[src/rtl/uart_rx_deframer.sv]
// uart_rx_deframer: UART receive front end with 16x oversampling.
// Synchronises rx_in and recovers 8N1 frames, or 8E1 frames when
// UART_RX_PARITY_EN is defined. Each byte is held behind a ready/ack handshake.
// Ports:
//   clk       - system clock, rising edge
//   reset     - synchronous active-high reset
//   rx_in     - raw asynchronous serial line, idle high
//   rd_ack    - one-cycle pulse that consumes the held byte and clears the flags
//   rx_data   - last accepted byte (LSB first on the wire)
//   rx_ready  - rx_data holds an unconsumed byte
//   frame_err - sticky: bad stop bit or bad parity
//   overrun   - sticky: a byte was dropped because the previous one was unread
//   busy      - receiver FSM not idle
module uart_rx_deframer #(
    parameter int unsigned BAUD_DIV   = 325,
    parameter int unsigned OVERSAMPLE = 16
) (
    input  logic       clk,
    input  logic       reset,
    input  logic       rx_in,
    input  logic       rd_ack,
    output logic [7:0] rx_data,
    output logic       rx_ready,
    output logic       frame_err,
    output logic       overrun,
    output logic       busy
);

    localparam int unsigned BAUD_W = 16;
    localparam int unsigned SCNT_W = $clog2(OVERSAMPLE);
    localparam logic [BAUD_W-1:0] BAUD_LAST = BAUD_W'(BAUD_DIV - 1);
    localparam logic [SCNT_W-1:0] SCNT_MID  = SCNT_W'(9);
    localparam logic [SCNT_W-1:0] SCNT_LAST = SCNT_W'(OVERSAMPLE - 1);

`ifdef UART_RX_PARITY_EN
    typedef enum logic [2:0] {S_IDLE, S_START, S_DATA, S_PARITY, S_STOP, S_BREAK} state_t;
`else
    typedef enum logic [2:0] {S_IDLE, S_START, S_DATA, S_STOP, S_BREAK} state_t;
`endif

    state_t              state, state_d;
    logic                rx_meta, rx_s, rx_prev;
    logic [1:0]          hist;
    logic [BAUD_W-1:0]   baud_cnt, baud_cnt_d;
    logic [SCNT_W-1:0]   scnt, scnt_d;
    logic [2:0]          bit_idx, bit_idx_d;
    logic [7:0]          shreg, shreg_d;
    logic                brk_high, brk_high_d;
    logic [7:0]          rx_data_d;
    logic                rx_ready_d, frame_err_d, overrun_d, busy_d;
`ifdef UART_RX_PARITY_EN
    logic                par_bad, par_bad_d;
`endif

    logic tick, maj, at_mid, at_end, done, set_ferr;

    assign tick   = (baud_cnt == BAUD_LAST);
    // hist holds the samples from counts 7 and 8; rx_s is the count-9 sample
    assign maj    = (hist[1] & hist[0]) | (hist[1] & rx_s) | (hist[0] & rx_s);
    assign at_mid = tick && (scnt == SCNT_MID);
    assign at_end = tick && (scnt == SCNT_LAST);

    // State and datapath registers
    always_ff @(posedge clk) begin
        if (reset) begin
            state     <= S_IDLE;
            rx_meta   <= 1'b1;
            rx_s      <= 1'b1;
            rx_prev   <= 1'b1;
            hist      <= 2'b11;
            baud_cnt  <= '0;
            scnt      <= '0;
            bit_idx   <= '0;
            shreg     <= '0;
            brk_high  <= 1'b0;
            rx_data   <= 8'h00;
            rx_ready  <= 1'b0;
            frame_err <= 1'b0;
            overrun   <= 1'b0;
            busy      <= 1'b0;
`ifdef UART_RX_PARITY_EN
            par_bad   <= 1'b0;
`endif
        end else begin
            state     <= state_d;
            rx_meta   <= rx_in;
            rx_s      <= rx_meta;
            rx_prev   <= rx_s;
            if (tick) hist <= {hist[0], rx_s};
            baud_cnt  <= baud_cnt_d;
            scnt      <= scnt_d;
            bit_idx   <= bit_idx_d;
            shreg     <= shreg_d;
            brk_high  <= brk_high_d;
            rx_data   <= rx_data_d;
            rx_ready  <= rx_ready_d;
            frame_err <= frame_err_d;
            overrun   <= overrun_d;
            busy      <= busy_d;
`ifdef UART_RX_PARITY_EN
            par_bad   <= par_bad_d;
`endif
        end
    end

    // Next-state, frame sequencing and handshake logic
    always_comb begin
        state_d     = state;
        baud_cnt_d  = tick ? '0 : baud_cnt + BAUD_W'(1);
        scnt_d      = tick ? scnt + SCNT_W'(1) : scnt;
        bit_idx_d   = bit_idx;
        shreg_d     = shreg;
        brk_high_d  = brk_high;
        done        = 1'b0;
        set_ferr    = 1'b0;
`ifdef UART_RX_PARITY_EN
        par_bad_d   = par_bad;
`endif

        case (state)
            S_IDLE: begin
                // Realign bit timing to the falling edge of the start bit
                if (rx_prev && !rx_s) begin
                    state_d    = S_START;
                    scnt_d     = '0;
                    baud_cnt_d = '0;
                end
            end
            S_START: begin
                if (at_mid && maj) begin
                    state_d = S_IDLE;
                end else if (at_end) begin
                    state_d   = S_DATA;
                    bit_idx_d = 3'd0;
                end
            end
            S_DATA: begin
                if (at_mid) shreg_d[bit_idx] = maj;
                if (at_end) begin
                    if (bit_idx == 3'd7) begin
`ifdef UART_RX_PARITY_EN
                        state_d = S_PARITY;
`else
                        state_d = S_STOP;
`endif
                    end else begin
                        bit_idx_d = bit_idx + 3'd1;
                    end
                end
            end
`ifdef UART_RX_PARITY_EN
            S_PARITY: begin
                if (at_mid) par_bad_d = (^shreg) ^ maj;
                if (at_end) state_d = S_STOP;
            end
`endif
            S_STOP: begin
                // Leave at mid-bit so a back-to-back start edge is not missed
                if (at_mid) begin
                    if (maj) begin
                        state_d = S_IDLE;
`ifdef UART_RX_PARITY_EN
                        if (par_bad) set_ferr = 1'b1;
                        else         done     = 1'b1;
`else
                        done = 1'b1;
`endif
                    end else begin
                        set_ferr   = 1'b1;
                        state_d    = S_BREAK;
                        brk_high_d = 1'b0;
                    end
                end
            end
            S_BREAK: begin
                // Require the line high across one whole tick interval
                if (!rx_s) begin
                    brk_high_d = 1'b0;
                end else if (tick) begin
                    if (brk_high) state_d = S_IDLE;
                    else          brk_high_d = 1'b1;
                end
            end
            default: state_d = S_IDLE;
        endcase

        rx_data_d   = rx_data;
        rx_ready_d  = rx_ready;
        frame_err_d = frame_err;
        overrun_d   = overrun;
        if (rd_ack) begin
            rx_ready_d  = 1'b0;
            frame_err_d = 1'b0;
            overrun_d   = 1'b0;
        end
        // A simultaneous ack frees the holding register for the new byte
        if (done) begin
            if (!rx_ready || rd_ack) begin
                rx_data_d  = shreg;
                rx_ready_d = 1'b1;
            end else begin
                overrun_d = 1'b1;
            end
        end
        if (set_ferr) frame_err_d = 1'b1;
        busy_d = (state_d != S_IDLE);
    end

endmodule

[config.mk]
export PLATFORM = sky130hd
export DESIGN_NAME = uart_rx_deframer
export DESIGN_NICKNAME = d
export VERILOG_FILES = /design/src/rtl/uart_rx_deframer.sv
export SDC_FILE = /design/constraint.sdc
export NUM_CORES = 1
export LEC_CHECK = 0
export ABC_CLOCK_PERIOD_IN_PS = 2400
export CORE_UTILIZATION = 45
export DETAILED_ROUTE_END_ITERATION = 10
export HOLD_SLACK_MARGIN = 0.05
export PLACE_DENSITY = 0.67
export RECOVER_POWER = 50
export SETUP_SLACK_MARGIN = 0.5
export SLEW_MARGIN = 20
export SYNTH_ARGS = -nofsm -noshare
export SYNTH_HDL_FRONTEND = slang
export SYNTH_SLANG_ARGS = --single-unit
[constraint.sdc]
create_clock -name clk -period 2.4 [get_ports clk]
set_input_delay 0.36 -clock clk [delete_from_list [all_inputs] [get_ports clk]]
set_output_delay 0.36 -clock clk [all_outputs]
set_load 0.05 [all_outputs]
==> flow_summary.yaml, run 1 <==
synth:
  synthXorXnorAreaFrac_pct: 5.56
  synthDistinctLibCells: 47
  ys_async_sr_fraction_pct: 0
  syn_inst: 259
  seq_area_frac_synth_pct: 44.0
  muxShareOfSynthArea_pct: 7.20
  yosys.area_share.simple_pct: 28.6
  yosys-top-cells-area: "dfxtp_1 44%, mux2i_1 7.2%, nor2_1 6.2%"
  synth_top_family_by_area: "simple AND/OR/NAND/NOR gates"
  synth-compound-area-share_pct: 6.51
  yosysTopAreaCell: "dfxtp_1"
  postSynthRegisterBits: 52
  synth_top_cell_area_share_pct: 44.0
  yosys.area_share.adder_pct: 3.60
  avgSynthCellArea_um2: 9.13
  synthesis.nets: 269
  ys.flop_type: "dfxtp_1"
  synth_area_mm2: 0.00236
  synth_edf_count: 0
  synth_warnings: 0
timing:
  worst_pin_slew_ns: 0.619
  min_period_over_period_pct: 81.8
  rsz0062_at_grt: "true"
  relSlewSlack_pct: 58.9
  finalHoldViolCount: 0
  fmax_mhz: 510
  slew_viol_final: 0
  clock_skew_ns: 0.00435
  final.setup.tns_ns: 0
  setup_viol: 0
  period_needed_ns: 1.96
die:
  die-width_um: 74.5
  fp.dieH_um: 74.5
  dieArea_mm2: 0.00555
  core_mm2: 0.00507
  ios: 16
  start_util_pct: 46.6
  std_cell_rows: 26
cts:
  tritoncts: "built"
  clk_pin_slew_ns: 0.09
  cts-htree-levels: 2
  postCtsHoldBufs: 0
  numCtsBuffers: 5
  worstSkewPairLatency_ns: 0.31
  clock_sinks: 52
  cts_buffer_depth: 2
  cts-root-buf: "clkbuf_8"
grt:
  grt_antenna_before_repair: 0
  grt_first_pass_wirelength_um: 7070
  grtUsageTotal_pct: 17.0
  grt_max_degree: 32
  grt_overflow: 0
  grt_pass1_vias: 1573
power_and_ir_drop:
  ir_drop_v: 0.000410
  p_total_mw: 1.55
  power-per-cell-area_mw_per_mm2: 564
  p_leak_nw: 1.06
layout:
  multi_input_area_mm2: 0.00125
  nFillCells: 497
  syn_to_final_growth_pct: 16.4
  ff_latch_area_mm2: 0.00104
  final_cell_mix: "49 x dfxtp_1, 39 x nor2_1, 18 x nand2_1"
  antenna_cells: 0
  fin_nets: 291
  mostFrequentLayoutCell: "dfxtp_1"
  drive_gt1_share_pct: 13.1
placed_design:
  hpwlAfterDp_um: 2860
  gp_congestion: 0.794
  numPortBuffers: 15
routing:
  vias_per_cell: 5.02
  wl_met2_um: 2080
  drtIter0Drc: 118
  wl_per_cell_um: 12.3
  wirelength_um: 4330
  top_layer_used: "met4"
  antenna_left: 0
  dr_wl_met3_um: 127
  dr.pass1.iters: 4
  drc_errors: 0
  wl_met1_um: 2050
  vias: 1768
job:
  cap_violations: 0
outcome:
  status: "finished clean"
hold_path:
  hp-class: "flip-flop to flip-flop"
worst_setup_path:
  cp.arrival_ns: 2.20
  end_kind: "flip-flop"
  crit_fanout: 16
  crit_path_start_kind: "flip-flop"
  required_ns: 2.64
  critPathKind: "flip-flop to flip-flop"
## what timing repair did
action                     in CTS  in global routing
buffers inserted                3                  5
setup endpoints to repair      28                 24
pin swaps                       3                  6
resized for setup               8                 10
## through the flow
| step | hold WS [ns] | area (um2) | utilization, % | worst slack [ns] | std cells |
|---|---|---|---|---|---|
| floorplan | 0.389 | 2370 | - | 0.522 | 259 |
| global placement | 0.395 | 2560 | 50.4 | 0.260 | 336 |
| detailed placement | 0.395 | 2560 | 50.4 | 0.189 | 336 |
| CTS | 0.417 | 2730 | 53.8 | 0.514 | 347 |
| global route | 0.438 | 2750 | 54.2 | 0.253 | 352 |
| finish | 0.414 | 2750 | 54.2 | 0.438 | 352 |
## kinds of logic after synthesis
logic type	Yosys count
muxes	17
and+or+nand+nor	122
buffers and inverters	21
adders and majority gates	7
AOI/OAI and AO/OA	25
DFF	52
xor gates and xnor gates	15
## where the power goes
| group | switching (mW) | internal [mW] |
|---|---|---|
| combinational | 0.0400 | 0.0296 |
| sequential | 0.0121 | 0.873 |
| clock | 0.289 | 0.309 |
## worst max-delay path: stages (launching register included)
cell	delay (ns)
dfxtp_1	0.37
inv_1	0.07
ha_1	0.18
and4b_1	0.17
and4_1	0.27
or3_1	0.62
a21oi_1	0.20
## flip-flops by register name (all words and copies together) (netlist names)
register	flops
busy	1
scnt	4
state	3
frame_err	1
rx_s	1
brk_high	1
overrun	1
rx_ready	1
rx_meta	1
baud_cnt	16
bit_idx	3
hist	2
shreg	8
rx_data	8
rx_prev	1
## layout make-up
class | instances | area share, %
tap | 70 | 3.18
clock inverter | 3 | 1.55
multi-input combinational | 186 | 45.3
sequential | 52 | 38.0
inverter | 9 | 1.23
timing repair buffer | 27 | 8.23
clock buffer | 5 | 2.50
## routing by layer
metal / global-route usage [%] / up-vias
li1: - / 934
met1: 20.4 / 808
met2: 28.6 / 17
met3: 5.69 / 9
met4: 5.66 / 0
met5: 0 / -
## synthesized netlist by cell type (2+ instances only)
| cell type | number |
|---|---|
| clkbuf_1 | 5 |
| or3_1 | 3 |
| nand2_1 | 18 |
| nand3b_1 | 5 |
| a21oi_1 | 9 |
| nor3_1 | 5 |
| dlygate4sd1_1 | 2 |
| mux2i_1 | 17 |
| a31oi_1 | 3 |
| or2_2 | 4 |
| xor2_1 | 10 |
| o21ai_0 | 4 |
| and4_1 | 2 |
| buf_4 | 2 |
| nand3_1 | 9 |
| nor2_1 | 39 |
| buf_2 | 2 |
| xnor2_1 | 5 |
| nand2b_1 | 11 |
| nand4_1 | 6 |
| ha_1 | 6 |
| nor4_1 | 2 |
| nor3b_1 | 3 |
| a22oi_1 | 2 |
| nor2b_1 | 2 |
| inv_1 | 9 |
| dfxtp_1 | 52 |
| and3_1 | 3 |
## worst paths after layout
kind	from	to	slack (ns)	depth (start not counted)
min	rx_meta	rx_s	0.41	1
min reg2reg	rx_meta	rx_s	0.41	1
max	baud_cnt[0]	baud_cnt[15]	0.44	6
max reg2reg	baud_cnt[0]	baud_cnt[15]	0.44	6
Note: power is estimated with default switching activity, not from simulation.
==> run 2: changes to the inputs <==
- ABC_CLOCK_PERIOD_IN_PS: 2400 -> 1800
- PLACE_DENSITY: 0.67 -> 0.69
- clock period: 2.4 -> 1.8 ns (I/O delays scaled with it)
==> run 2 against run 1 <==
- the run now ends with setup timing left
- flip-flop and latch count is the same
- combinational power grew to 2.6 times the previous value
- critical path depth grew 1
- clock power grew 15%
- design area grew 19%
- first-iteration DRC count shrank 58%
- clock skew grew 0.0014 ns
- wire length grew 18%
- via count grew 11%
- largest cell class unchanged
- highest routed layer unchanged
==> flow_summary.yaml, run 2 (synthesis gave the netlist of run 1 again) <==
outcome:
  status: "complete, but fails checks"
  violations: "setup timing"
layout:
  largest_reg_flops: 16
  antenna_cells: 0
  final_cell_mix: "47 x dfxtp_1, 34 x buf_4, 26 x nor2_1"
  mostFrequentLayoutCell: "dfxtp_1"
  design_area_mm2: 0.00327
  drive_gt1_share_pct: 39.0
  largestRegisters: "baud_cnt x16, rx_data x8, shreg x8"
  syn_to_final_growth_pct: 38.2
  top_register: "baud_cnt"
  fin_nets: 324
  nFillCells: 435
routing:
  vias_per_cell: 5.11
  wl_met2_um: 2650
  vias: 1969
  wl_met1_um: 2290
  dr_wl_met3_um: 111
  top_layer_used: "met4"
  dr.pass1.iters: 4
  antenna_left: 0
  wirelength_um: 5120
  drc_errors: 0
  wl_per_cell_um: 13.3
  drtIter0Drc: 49
cts:
  cts-htree-levels: 2
  clk_pin_slew_ns: 0.09
  clock_sinks: 52
  postCtsHoldBufs: 0
  cts_buffer_depth: 2
  numCtsBuffers: 5
  worstSkewPairLatency_ns: 0.30
  cts-root-buf: "clkbuf_8"
  tritoncts: "built"
timing:
  clock_skew_ns: 0.00576
  fin_hold_ws_ns: 0.420
  setup_slack_ns: -0.0345
  fmax_mhz: 545
  period_needed_ns: 1.83
  slew_viol_final: 0
  worst_pin_slew_ns: 0.340
  finalHoldViolCount: 0
  min_period_over_period_pct: 102
  rsz0062_at_grt: "true"
  relSlewSlack_pct: 77.3
  setup_viol: 9
power_and_ir_drop:
  power-per-cell-area_mw_per_mm2: 626
  intPower_mw: 1.56
  p_leak_nw: 1.30
  ir_drop_v: 0.000539
  p_switching_mw: 0.480
  pwr-share-comb_pct: 8.9
  clock_power_share_pct: 33.6
  sw_frac_of_total_pct: 23.5
  p_seq_share_pct: 57.5
die:
  fp.dieH_um: 74.5
  ios: 16
  dieArea_mm2: 0.00555
  die-width_um: 74.5
  start_util_pct: 46.6
  std_cell_rows: 26
  core_mm2: 0.00507
grt:
  grtUsageTotal_pct: 18.5
  grt_pass1_vias: 1814
  grt_antenna_before_repair: 0
  grt_max_degree: 17
  grt_first_pass_wirelength_um: 7780
  grt_overflow: 0
worst_setup_path:
  slowest_delay_ns: 0.33
  timing.rr.end: "shreg[4]"
  crit_path_start_kind: "flip-flop"
  critPathKind: "flip-flop to flip-flop"
  critPathBufInv: 1
  required_ns: 2.03
  cp.arrival_ns: 2.06
  cp_cell_sequence: "inv_2, ha_4, and4b_2, and4_4, nand4_1, nor3_2, mux2i_1"
  slowest_stage: "dfxtp_2"
  r2r_start: "baud_cnt[1]"
  reg2reg_depth: 7
  crit_fanout: 5
  r2r_slack_ns: -0.03
  path_delay_family: "simple AND/OR/NAND/NOR gates"
  end_kind: "flip-flop"
hold_path:
  min_to: "rx_s"
  hp-start: "rx_meta"
  hp-class: "flip-flop to flip-flop"
  hold_depth: 1
placed_design:
  gp_congestion: 0.825
  dpl_cell_area_mm2: 0.00286
  numPortBuffers: 15
  hpwlAfterDp_um: 3360
job:
  cap_violations: 0
==> run 2: cell types whose count changed in the layout (fill, tap and decap cells not counted), moves of 6 or more <==
| cell | delta |
|---|---|
| nor2_1 | -13 |
| a21oi_1 | -6 |
| nor2_4 | +12 |
| buf_2 | +11 |
| clkdlybuf4s50_1 | -9 |
| a21oi_2 | +6 |
| buf_6 | +8 |
| buf_4 | +24 |
==> run 2: stage by stage <==
step	util, %	setup slack [ns]	setup TNS (ns)	total power, mW	cells
after detailed placement	56.4	-0.190	-1.54	1.33	367
after global placement	56.4	-0.163	-1.29	1.33	367
after CTS	61.6	-0.0395	-0.127	2.04	381
after global routing	64.4	-0.159	-1.72	2.13	385
after floorplan	-	-0.0100	-0.0323	1.28	259
final	64.4	-0.0345	-0.140	2.04	385
==> run 2: final cells by class <==
cell class	count	area, um2	share of cell area, %
clock buffers	7	86.3	2.64
clock inverters	1	7.51	0.230
inverters	9	33.8	1.03
multi-input cells	186	1500	45.8
flip-flops and latches	52	1050	32.1
well taps	70	87.6	2.68
repair buffers	60	507	15.5
==> run 2: worst max path at each step <==
| stage | end | from | depth (start not counted) |
|---|---|---|---|
| 3_5_place_dp | rx_data[4] | rd_ack | 7 |
| 6_report | shreg[4] | baud_cnt[1] | 7 |
| 3_3_place_gp | rx_data[5] | rd_ack | 7 |
| 5_1_grt | shreg[4] | baud_cnt[1] | 7 |
| 4_1_cts | shreg[5] | baud_cnt[0] | 7 |
| 2_1_floorplan | baud_cnt[0] | baud_cnt[0] | 9 |
==> run 2: power by group through the flow <==
| stage | clock, mW | combinational [mW] | sequential (mW) |
|---|---|---|---|
| 2_1_floorplan | 0 | 0.0749 | 1.21 |
| 3_3_place_gp | 0 | 0.128 | 1.20 |
| 3_5_place_dp | 0 | 0.131 | 1.20 |
| 4_1_cts | 0.714 | 0.149 | 1.17 |
| 5_1_grt | 0.762 | 0.195 | 1.18 |
| 6_report | 0.687 | 0.183 | 1.17 |
==> run 2: metal layers <==
metal / up-vias / GRT usage (%)
met5: - / 0
met4: 0 / 7.34
met3: 11 / 4.20
met2: 25 / 31.8
met1: 930 / 22.5
li1: 1003 / -
==> run 2: what timing repair did <==
item | 4_1_cts | 5_1_grt
pin swaps | 11 | 13
buffers inserted | 6 | 3
gates resized for setup | 72 | 52
setup endpoints to repair | 61 | 57
cloned | 0 | 1
